--- src/rtl/led_breath_driver_if.sv ---
// led_breath_driver_if
// Groups the sequencer-facing control and the LED-facing outputs of the
// breathing LED driver into one bundle.
//   en          : 1 = run, 0 = LEDs inactive and all breath state frozen
//   sel_in      : 2-bit LED select code from the sequencer
//   sel_valid   : single-cycle strobe qualifying sel_in
//   led         : registered 4-LED drive (polarity set by the driver)
//   phase       : 0 = duty ramping up, 1 = duty ramping down
//   cycle_done  : single-cycle pulse at the end of each full breath cycle
// master is the sequencer/board side, slave is the driver itself.
interface led_breath_driver_if;
  logic       en;
  logic [1:0] sel_in;
  logic       sel_valid;
  logic [3:0] led;
  logic       phase;
  logic       cycle_done;

  modport master (
    output en,
    output sel_in,
    output sel_valid,
    input  led,
    input  phase,
    input  cycle_done
  );

  modport slave (
    input  en,
    input  sel_in,
    input  sel_valid,
    output led,
    output phase,
    output cycle_done
  );
endinterface

--- src/rtl/led_breath_driver.sv ---
// led_breath_driver
// Makes the LED chosen by the sequencer "breathe": a PWM duty that ramps
// 0 -> MAX -> 0 continuously, one duty step every STEP_DIV PWM periods.
// All other LEDs stay off.
//   clk  : system clock
//   rst  : synchronous active-high reset
//   bus  : led_breath_driver_if.slave (en, sel_in, sel_valid -> led, phase,
//          cycle_done)
// Parameters:
//   PWM_BITS       : PWM counter/duty width, period = 2**PWM_BITS clocks
//   STEP_DIV       : PWM periods per duty step (>= 1)
//   LED_ACTIVE_LOW : 1 = LED lit when its output is 0
module led_breath_driver #(
  parameter int PWM_BITS       = 8,
  parameter int STEP_DIV       = 4,
  parameter int LED_ACTIVE_LOW = 0
) (
  input logic clk,
  input logic rst,
  led_breath_driver_if.slave bus
);

  localparam logic [PWM_BITS-1:0] MAX       = '1;
  localparam int                  STEP_W    = (STEP_DIV > 1) ? $clog2(STEP_DIV) : 1;
  localparam logic [STEP_W-1:0]   STEP_LAST = STEP_W'(STEP_DIV - 1);
  localparam logic [3:0]          LED_OFF   = (LED_ACTIVE_LOW != 0) ? 4'b1111 : 4'b0000;

  typedef enum logic {
    UP   = 1'b0,
    DOWN = 1'b1
  } state_t;

  state_t              state;
  state_t              state_next;
  logic [PWM_BITS-1:0] duty;
  logic [PWM_BITS-1:0] duty_next;
  logic                done_next;
  logic                cycle_done_reg;
  logic [PWM_BITS-1:0] pwm_cnt;
  logic [STEP_W-1:0]   step_cnt;
  logic [1:0]          sel_reg;
  logic [3:0]          led_reg;
  logic [3:0]          led_raw;
  logic                period_end;
  logic                step_tick;
  logic                sel_change;
  logic                pwm_on;

  // A strobe carrying the already-selected code is ignored so the breath
  // is not restarted needlessly. en already gates period_end, so step_tick
  // can never fire while the driver is disabled.
  assign sel_change = bus.sel_valid && (bus.sel_in != sel_reg);
  assign period_end = (pwm_cnt == MAX) && bus.en;
  assign step_tick  = period_end && (step_cnt == STEP_LAST);
  assign pwm_on     = (pwm_cnt < duty);

  // PWM period counter and the divider that paces duty steps. A selection
  // change restarts both so the new LED begins a clean period.
  always_ff @(posedge clk) begin
    if (rst || sel_change) begin
      pwm_cnt  <= '0;
      step_cnt <= '0;
    end else if (bus.en) begin
      pwm_cnt <= pwm_cnt + 1'b1;
      if (period_end) begin
        step_cnt <= step_tick ? '0 : step_cnt + 1'b1;
      end
    end
  end

  // Selected LED index, taken from any strobe that changes it, even while
  // the driver is disabled.
  always_ff @(posedge clk) begin
    if (rst) begin
      sel_reg <= '0;
    end else if (sel_change) begin
      sel_reg <= bus.sel_in;
    end
  end

  // Duty FSM state register. A selection change has priority over a
  // coincident step and restarts the ramp from zero.
  always_ff @(posedge clk) begin
    if (rst || sel_change) begin
      state          <= UP;
      duty           <= '0;
      cycle_done_reg <= 1'b0;
    end else begin
      state          <= state_next;
      duty           <= duty_next;
      cycle_done_reg <= done_next;
    end
  end

  // Next duty/state on a step. The turnarounds skip the endpoint value so
  // MAX and 0 are each held for only one step, giving 2*MAX steps per breath.
  always_comb begin
    state_next = state;
    duty_next  = duty;
    done_next  = 1'b0;
    if (step_tick) begin
      case (state)
        UP: begin
          if (duty == MAX) begin
            state_next = DOWN;
            duty_next  = MAX - 1'b1;
          end else begin
            duty_next = duty + 1'b1;
          end
        end
        DOWN: begin
          if (duty == '0) begin
            state_next = UP;
            duty_next  = {{(PWM_BITS-1){1'b0}}, 1'b1};
            done_next  = 1'b1;
          end else begin
            duty_next = duty - 1'b1;
          end
        end
        default: begin
          state_next = UP;
          duty_next  = '0;
        end
      endcase
    end
  end

  // One-hot lit pattern for the selected LED, before polarity is applied.
  always_comb begin
    led_raw = '0;
    if (bus.en && pwm_on) begin
      led_raw[sel_reg] = 1'b1;
    end
  end

  // Registered LED drive; XOR with the off pattern applies polarity.
  always_ff @(posedge clk) begin
    if (rst || sel_change) begin
      led_reg <= LED_OFF;
    end else begin
      led_reg <= led_raw ^ LED_OFF;
    end
  end

  // FSM outputs.
  always_comb begin
    bus.led        = led_reg;
    bus.phase      = (state == DOWN);
    bus.cycle_done = cycle_done_reg;
  end

endmodule

--- src/flat_wrapper.sv ---
// flat-port wrapper written by rule: the top's interface ports become plain ports
module led_breath_driver_flat 
#(
  parameter int PWM_BITS       = 8,
  parameter int STEP_DIV       = 4,
  parameter int LED_ACTIVE_LOW = 0
)
  (clk, rst, bus_en, bus_sel_in, bus_sel_valid, bus_led, bus_phase, bus_cycle_done);
  led_breath_driver_if bus_i ();
  input logic clk;
  input logic rst;
  input wire logic [$bits(bus_i.en)-1:0] bus_en;
  input wire logic [$bits(bus_i.sel_in)-1:0] bus_sel_in;
  input wire logic [$bits(bus_i.sel_valid)-1:0] bus_sel_valid;
  output wire logic [$bits(bus_i.led)-1:0] bus_led;
  output wire logic [$bits(bus_i.phase)-1:0] bus_phase;
  output wire logic [$bits(bus_i.cycle_done)-1:0] bus_cycle_done;
  assign bus_i.en = bus_en;
  assign bus_i.sel_in = bus_sel_in;
  assign bus_i.sel_valid = bus_sel_valid;
  assign bus_led = bus_i.led;
  assign bus_phase = bus_i.phase;
  assign bus_cycle_done = bus_i.cycle_done;
  led_breath_driver #(.PWM_BITS(PWM_BITS), .STEP_DIV(STEP_DIV), .LED_ACTIVE_LOW(LED_ACTIVE_LOW)) u_core (.clk(clk), .rst(rst), .bus(bus_i));
endmodule
--- config.mk ---
export PLATFORM = sky130hd
export DESIGN_NAME = led_breath_driver_flat
export DESIGN_NICKNAME = d
export VERILOG_FILES = /design/src/rtl/led_breath_driver_if.sv /design/src/rtl/led_breath_driver.sv /design/src/flat_wrapper.sv
export SDC_FILE = /design/constraint.sdc
export NUM_CORES = 1
export LEC_CHECK = 0
export BUFFER_PORTS_ARGS = -buffer_cell sky130_fd_sc_hd__buf_2
export CORE_MARGIN = 10
export CORE_UTILIZATION = 55
export DETAILED_ROUTE_END_ITERATION = 6
export GPL_TIMING_DRIVEN = 1
export PLACE_DENSITY = 0.78
export SLEW_MARGIN = 0
export SYNTH_ARGS = -nofsm -noshare
export SYNTH_HDL_FRONTEND = slang
export SYNTH_SLANG_ARGS = --single-unit
--- constraint.sdc ---
create_clock -name clk -period 2.86 [get_ports clk]
set_clock_uncertainty 0.2 [all_clocks]
set_input_delay 0.572 -clock clk [delete_from_list [all_inputs] [get_ports clk]]
set_output_delay 0.572 -clock clk [all_outputs]
set_load 0.005 [all_outputs]
Word level (Yosys, flattened, before mapping)
Index checks and enable logic that the tools add are counted.
{ "word_totals": {"regBits": 26, "latchBits": 0, "ramBits": 0, "mem_bits_ro": 0, "out_inout_bits": 6, "mem_count": 0} }
{ "classes": {"add_sub_neg": 4, "mul": 0, "div_mod_pow": 0, "n_lt_le_gt_ge": 3, "n_eq_ne": 4, "shift": 0, "mux": 10, "bitwise_logic": 3, "reduce_logical": 10} }
{ "ops": {"columns": ["cell", "count"], "rows": [
  ["adder 8 x 1 -> 8 bit, second input constant", 2],
  ["equality test 8 bit, second input constant", 2],
  ["2-to-1 mux 8 bit", 2],
  ["one-hot mux 8 bit (2 select lines)", 1],
  ["zero test 8 bit", 1],
  ["less-than comparator 8 bit", 1],
  ["subtractor 8 x 1 -> 8 bit, second input constant", 1],
  ["logical AND 1 bit", 5],
  ["2-to-1 mux 1 bit", 4],
  ["less-than comparator 2 x 3 -> 1 bit, second input constant", 1],
  ["inverter 1 bit", 3],
  ["OR reduction 3 bit", 1],
  ["adder 2 x 1 -> 2 bit, second input constant", 1],
  ["demux 1 bit (select 2 bit)", 1],
  ["equality test 2 bit, second input constant", 1],
  [">= comparator 2 x 1 -> 1 bit, second input constant", 1],
  ["2-to-1 mux 2 bit", 1],
  ["inequality test 2 bit", 1],
  ["one-hot mux 1 bit (2 select lines)", 1],
  ["AND reduction 2 bit", 1],
  ["OR reduction 2 bit", 1],
  ["logical OR 1 bit", 1]
]} }

Depth between registers and ports, before layout
{ "logic_depth": {"depth_word": 5, "mapped_depth": 8, "mapped_depth_nobuf": 7} }

Worst setup path before layout
No wires, ideal clock.
{ "synth_path": {"path_kind": "register -> register", "startpoint": "register u_core.duty[6]", "endpoint": "register u_core.led_reg[1] (netlist: u_core.bus.led[1])", "setup_ns": 0.080, "arrival_ns": 1.795, "slack_ns": 0.785, "path_stages_with_launch": 7, "n_path_buf": 0, "period_less_slack_ns": 2.075, "cell_sequence": "dfxtp_1 inv_1 ha_1 a21o_1 a2111oi_0 o21ai_0 nor3b_1"} }
{ "synth_between": {"elab_chain_cells": 4} }
{ "synth_lines": {"columns": ["item", "line", "source"], "rows": [
  ["start: declaration", "led_breath_driver.sv:35", "logic [PWM_BITS-1:0] duty;"],
  ["start signal: assignment", "led_breath_driver.sv:90", "duty <= duty_next;"],
  ["less-than comparator 8 bit", "led_breath_driver.sv:55", "assign pwm_on = (pwm_cnt < duty);"],
  ["logical AND 1 bit", "led_breath_driver.sv:131", "if (bus.en && pwm_on) begin"],
  ["inverter 1 bit (no line)", null, null],
  ["OR reduction 2 bit (no line)", null, null],
  ["end signal: assignment", "led_breath_driver.sv:141", "led_reg <= led_raw ^ LED_OFF;"],
  ["end: declaration", "led_breath_driver.sv:42", "logic [3:0] led_reg;"]
]} }
No other way between the ends.
A chain may end at the register's enable or synchronous reset.

Final worst setup path
{ "layout_path": {"startpoint": "register u_core.duty[7]", "endpoint": "register u_core.led_reg[1] (netlist: u_core.bus.led[1])"} }
Same word-level chain as after synthesis.

==> results.py <==
metrics = {
    "clocking": {
        "cts_root_buf": "clkbuf_4",
        "clk_pin_slew_ns": 0.14,
        "postCtsSetupBuffers": 0,
        "cts-resized-gates": 0,
        "cts_buffer_depth": 2,
        "cts.sinks": 26,
        "ctsHtreeMaxLevel": 1,
        "cts.hold.buffers_added": 0,
        "clk_latency_ns": 0.33,
        "cts_tree": "yes",
        "cts_buffers": 3,
    },
    "placement": {
        "port_buffers": 11,
        "hpwlAfterDp_mm": 2.64,
        "place.gp.congestion": 0.903,
    },
    "floorplan": {
        "die-height_um": 73.8,
        "pin_count": 12,
        "coreArea_sq_mm": 0.00276,
        "dieWidth_um": 73.8,
        "dieArea_sq_mm": 0.00545,
        "initial_utilization": 0.578,
        "fp-row-count": 19,
    },
    "critical_path": {
        "cp-start-kind": "flop",
        "crit_arrival_ns": 2.46,
        "crit_required_ns": 2.92,
        "path_max_fanout": 9,
        "endpoint_kind": "flop",
        "critPathKind": "flop to flop",
    },
    "synthesis": {
        "synth.top_cell.area_share": 0.327,
        "synth.most_common_cell": "nor2_1",
        "synth-edff-count": 0,
        "synth_top_flop_cell": "dfxtp_1",
        "ys_seq_area_frac": 0.327,
        "ys_seq_elements": 26,
        "synth.avg_cell_area_sq_um": 8.21,
        "yosysUniqueCellTypes": 47,
        "synth_nets": 212,
        "synth_cells": 194,
        "yosysTopAreaCell": "dfxtp_1",
        "yosys_warnings": 0,
        "synth_area_sq_mm": 0.00159,
        "synthTopCellsByCount": "nor2_1 (29), dfxtp_1 (26), nand2_1 (18)",
        "yosys-top-cells-area": "dfxtp_1 (33%), ha_1 (9.4%), nor2_1 (6.8%)",
        "async_reset_ff_frac": 0,
    },
    "timing": {
        "hold_ws_ns": 0.236,
        "hold_violations": 0,
        "rsz0062_at_grt": "false",
        "setup_viol": 0,
        "period_share": 0.836,
        "fmax_mhz": 418,
        "setup_tns_ns": 0,
        "slew_headroom": 0.563,
        "drv_slew": 0,
        "worst_slew_pin_slew_ns": 0.655,
        "min_period_ns": 2.39,
    },
    "pwr": {
        "p_leak_nw": 0.647,
        "p_per_area_mw_per_mm2": 355,
        "ir_worst_vdd_mv": 0.275,
    },
    "final_layout": {
        "n_antenna_cell": 0,
        "fillers": 242,
        "area_growth_pct": 4.63,
        "num-nets-final": 219,
        "drive_gt1_frac": 0.110,
    },
    "route": {
        "wire_per_inst_um": 15.5,
        "num_vias": 1465,
        "first_iter_violations": 143,
        "drt_wl_total_mm": 3.58,
        "drtPass1Iterations": 5,
        "drc_errors": 0,
        "via_per_inst": 6.34,
        "drtAntennaViolNets": 0,
    },
    "run": {
        "cap_violations": 0,
    },
    "global_routing": {
        "grt_pass1_wl_mm": 6.02,
        "grt_pass1_vias": 1399,
        "antenna_found_initial": 0,
        "grt_max_degree": 20,
        "grt_usage": 0.134,
        "gr-total-overflow": 0,
    },
    "min_path": {
        "hold_class": "input port to flop",
    },
    "status": {
        "status": "finished, final reports clean",
    },
}
==> critical path: stages (launching register included) <==
cell       delay (ns)
dfxtp_1          0.51
inv_1            0.12
ha_1             0.32
nand4_1          0.08
nand3b_1         0.08
a2111oi_0        0.48
o21ai_0          0.28
nor3b_1          0.24
==> layer usage <==
metal | GRT usage | up-vias | wire, um
met3 | 0.0336 | 12 | 273
met1 | 0.159 | 680 | 1560
met4 | 0.0414 | 0 | 56
met2 | 0.230 | 67 | 1690
li1 | - | 706 | -
met5 | 0 | - | 0
==> final cells by class <==
| class | count | area (sq um) | area share |
|---|---|---|---|
| well taps | 31 | 38.8 | 0.0233 |
| multi-input cells | 150 | 982 | 0.589 |
| clock buffers | 4 | 36.3 | 0.0218 |
| inverters | 9 | 33.8 | 0.0203 |
| flip-flops and latches | 26 | 520 | 0.312 |
| repair buffers | 11 | 55.1 | 0.0330 |
==> power by group <==
part | internal (mW) | switching [mW] | leakage [nW]
clock | 0.0781 | 0.112 | 0.0210
combinational | 0.0127 | 0.0183 | 0.416
sequential | 0.366 | 0.00462 | 0.210
==> cell families (layout without fill, tap and decap cells) <==
family | count (synthesis) | after routing | share of synthesized area
AOI/OAI and AO/OA | 45 | 45 | 0.194
adders and majority gates | 12 | 12 | 0.0943
muxes | 5 | 5 | 0.0314
and+or+nand+nor | 79 | 79 | 0.247
xor gates and xnor gates | 9 | 9 | 0.0495
buffers and inverters | 18 | 24 | 0.0566
DFF | 26 | 26 | 0.327
==> placed cells by master (no fill, tap or decap), drive strengths merged, types with 7 or more instances in the layout <==
| master | netlist | layout |
|---|---|---|
| nor2 | 29 | 29 |
| dfxtp | 26 | 26 |
| nand4 | 8 | 8 |
| inv | 9 | 9 |
| a21oi | 10 | 10 |
| buf | 6 | 11 |
| ha | 12 | 12 |
| nand2 | 18 | 18 |
| nor3 | 7 | 7 |
| o21ai | 15 | 15 |
==> per-stage QoR <==
stage          utilization  instance area (sq um)  setup slack, ns  power [mW]  instances
2_1_floorplan            -                   1590            0.785       0.398        194
3_3_place_gp         0.591                   1630            0.576       0.407        227
3_5_place_dp         0.591                   1630            0.515       0.409        227
4_1_cts              0.604                   1670            0.473       0.596        231
5_1_grt              0.604                   1670            0.107       0.615        231
6_report             0.604                   1670            0.468       0.591        231
==> final timing paths <==
path	from	endpoint	slack, ns	depth (start not counted)
setup reg to reg	u_core.duty[7]$_SDFFE_PP0P_	u_core.bus.led[1]$_SDFF_PP0_	0.47	7
setup / recovery	u_core.duty[7]$_SDFFE_PP0P_	u_core.bus.led[1]$_SDFF_PP0_	0.47	7
hold reg to reg	u_core.step_cnt[1]$_SDFFE_PP0P_	u_core.step_cnt[1]$_SDFFE_PP0P_	0.34	2
hold / removal	rst	u_core.sel_reg[0]$_SDFFE_PP0P_	0.24	2
No activity file was read; power rests on OpenSTA's default activity.
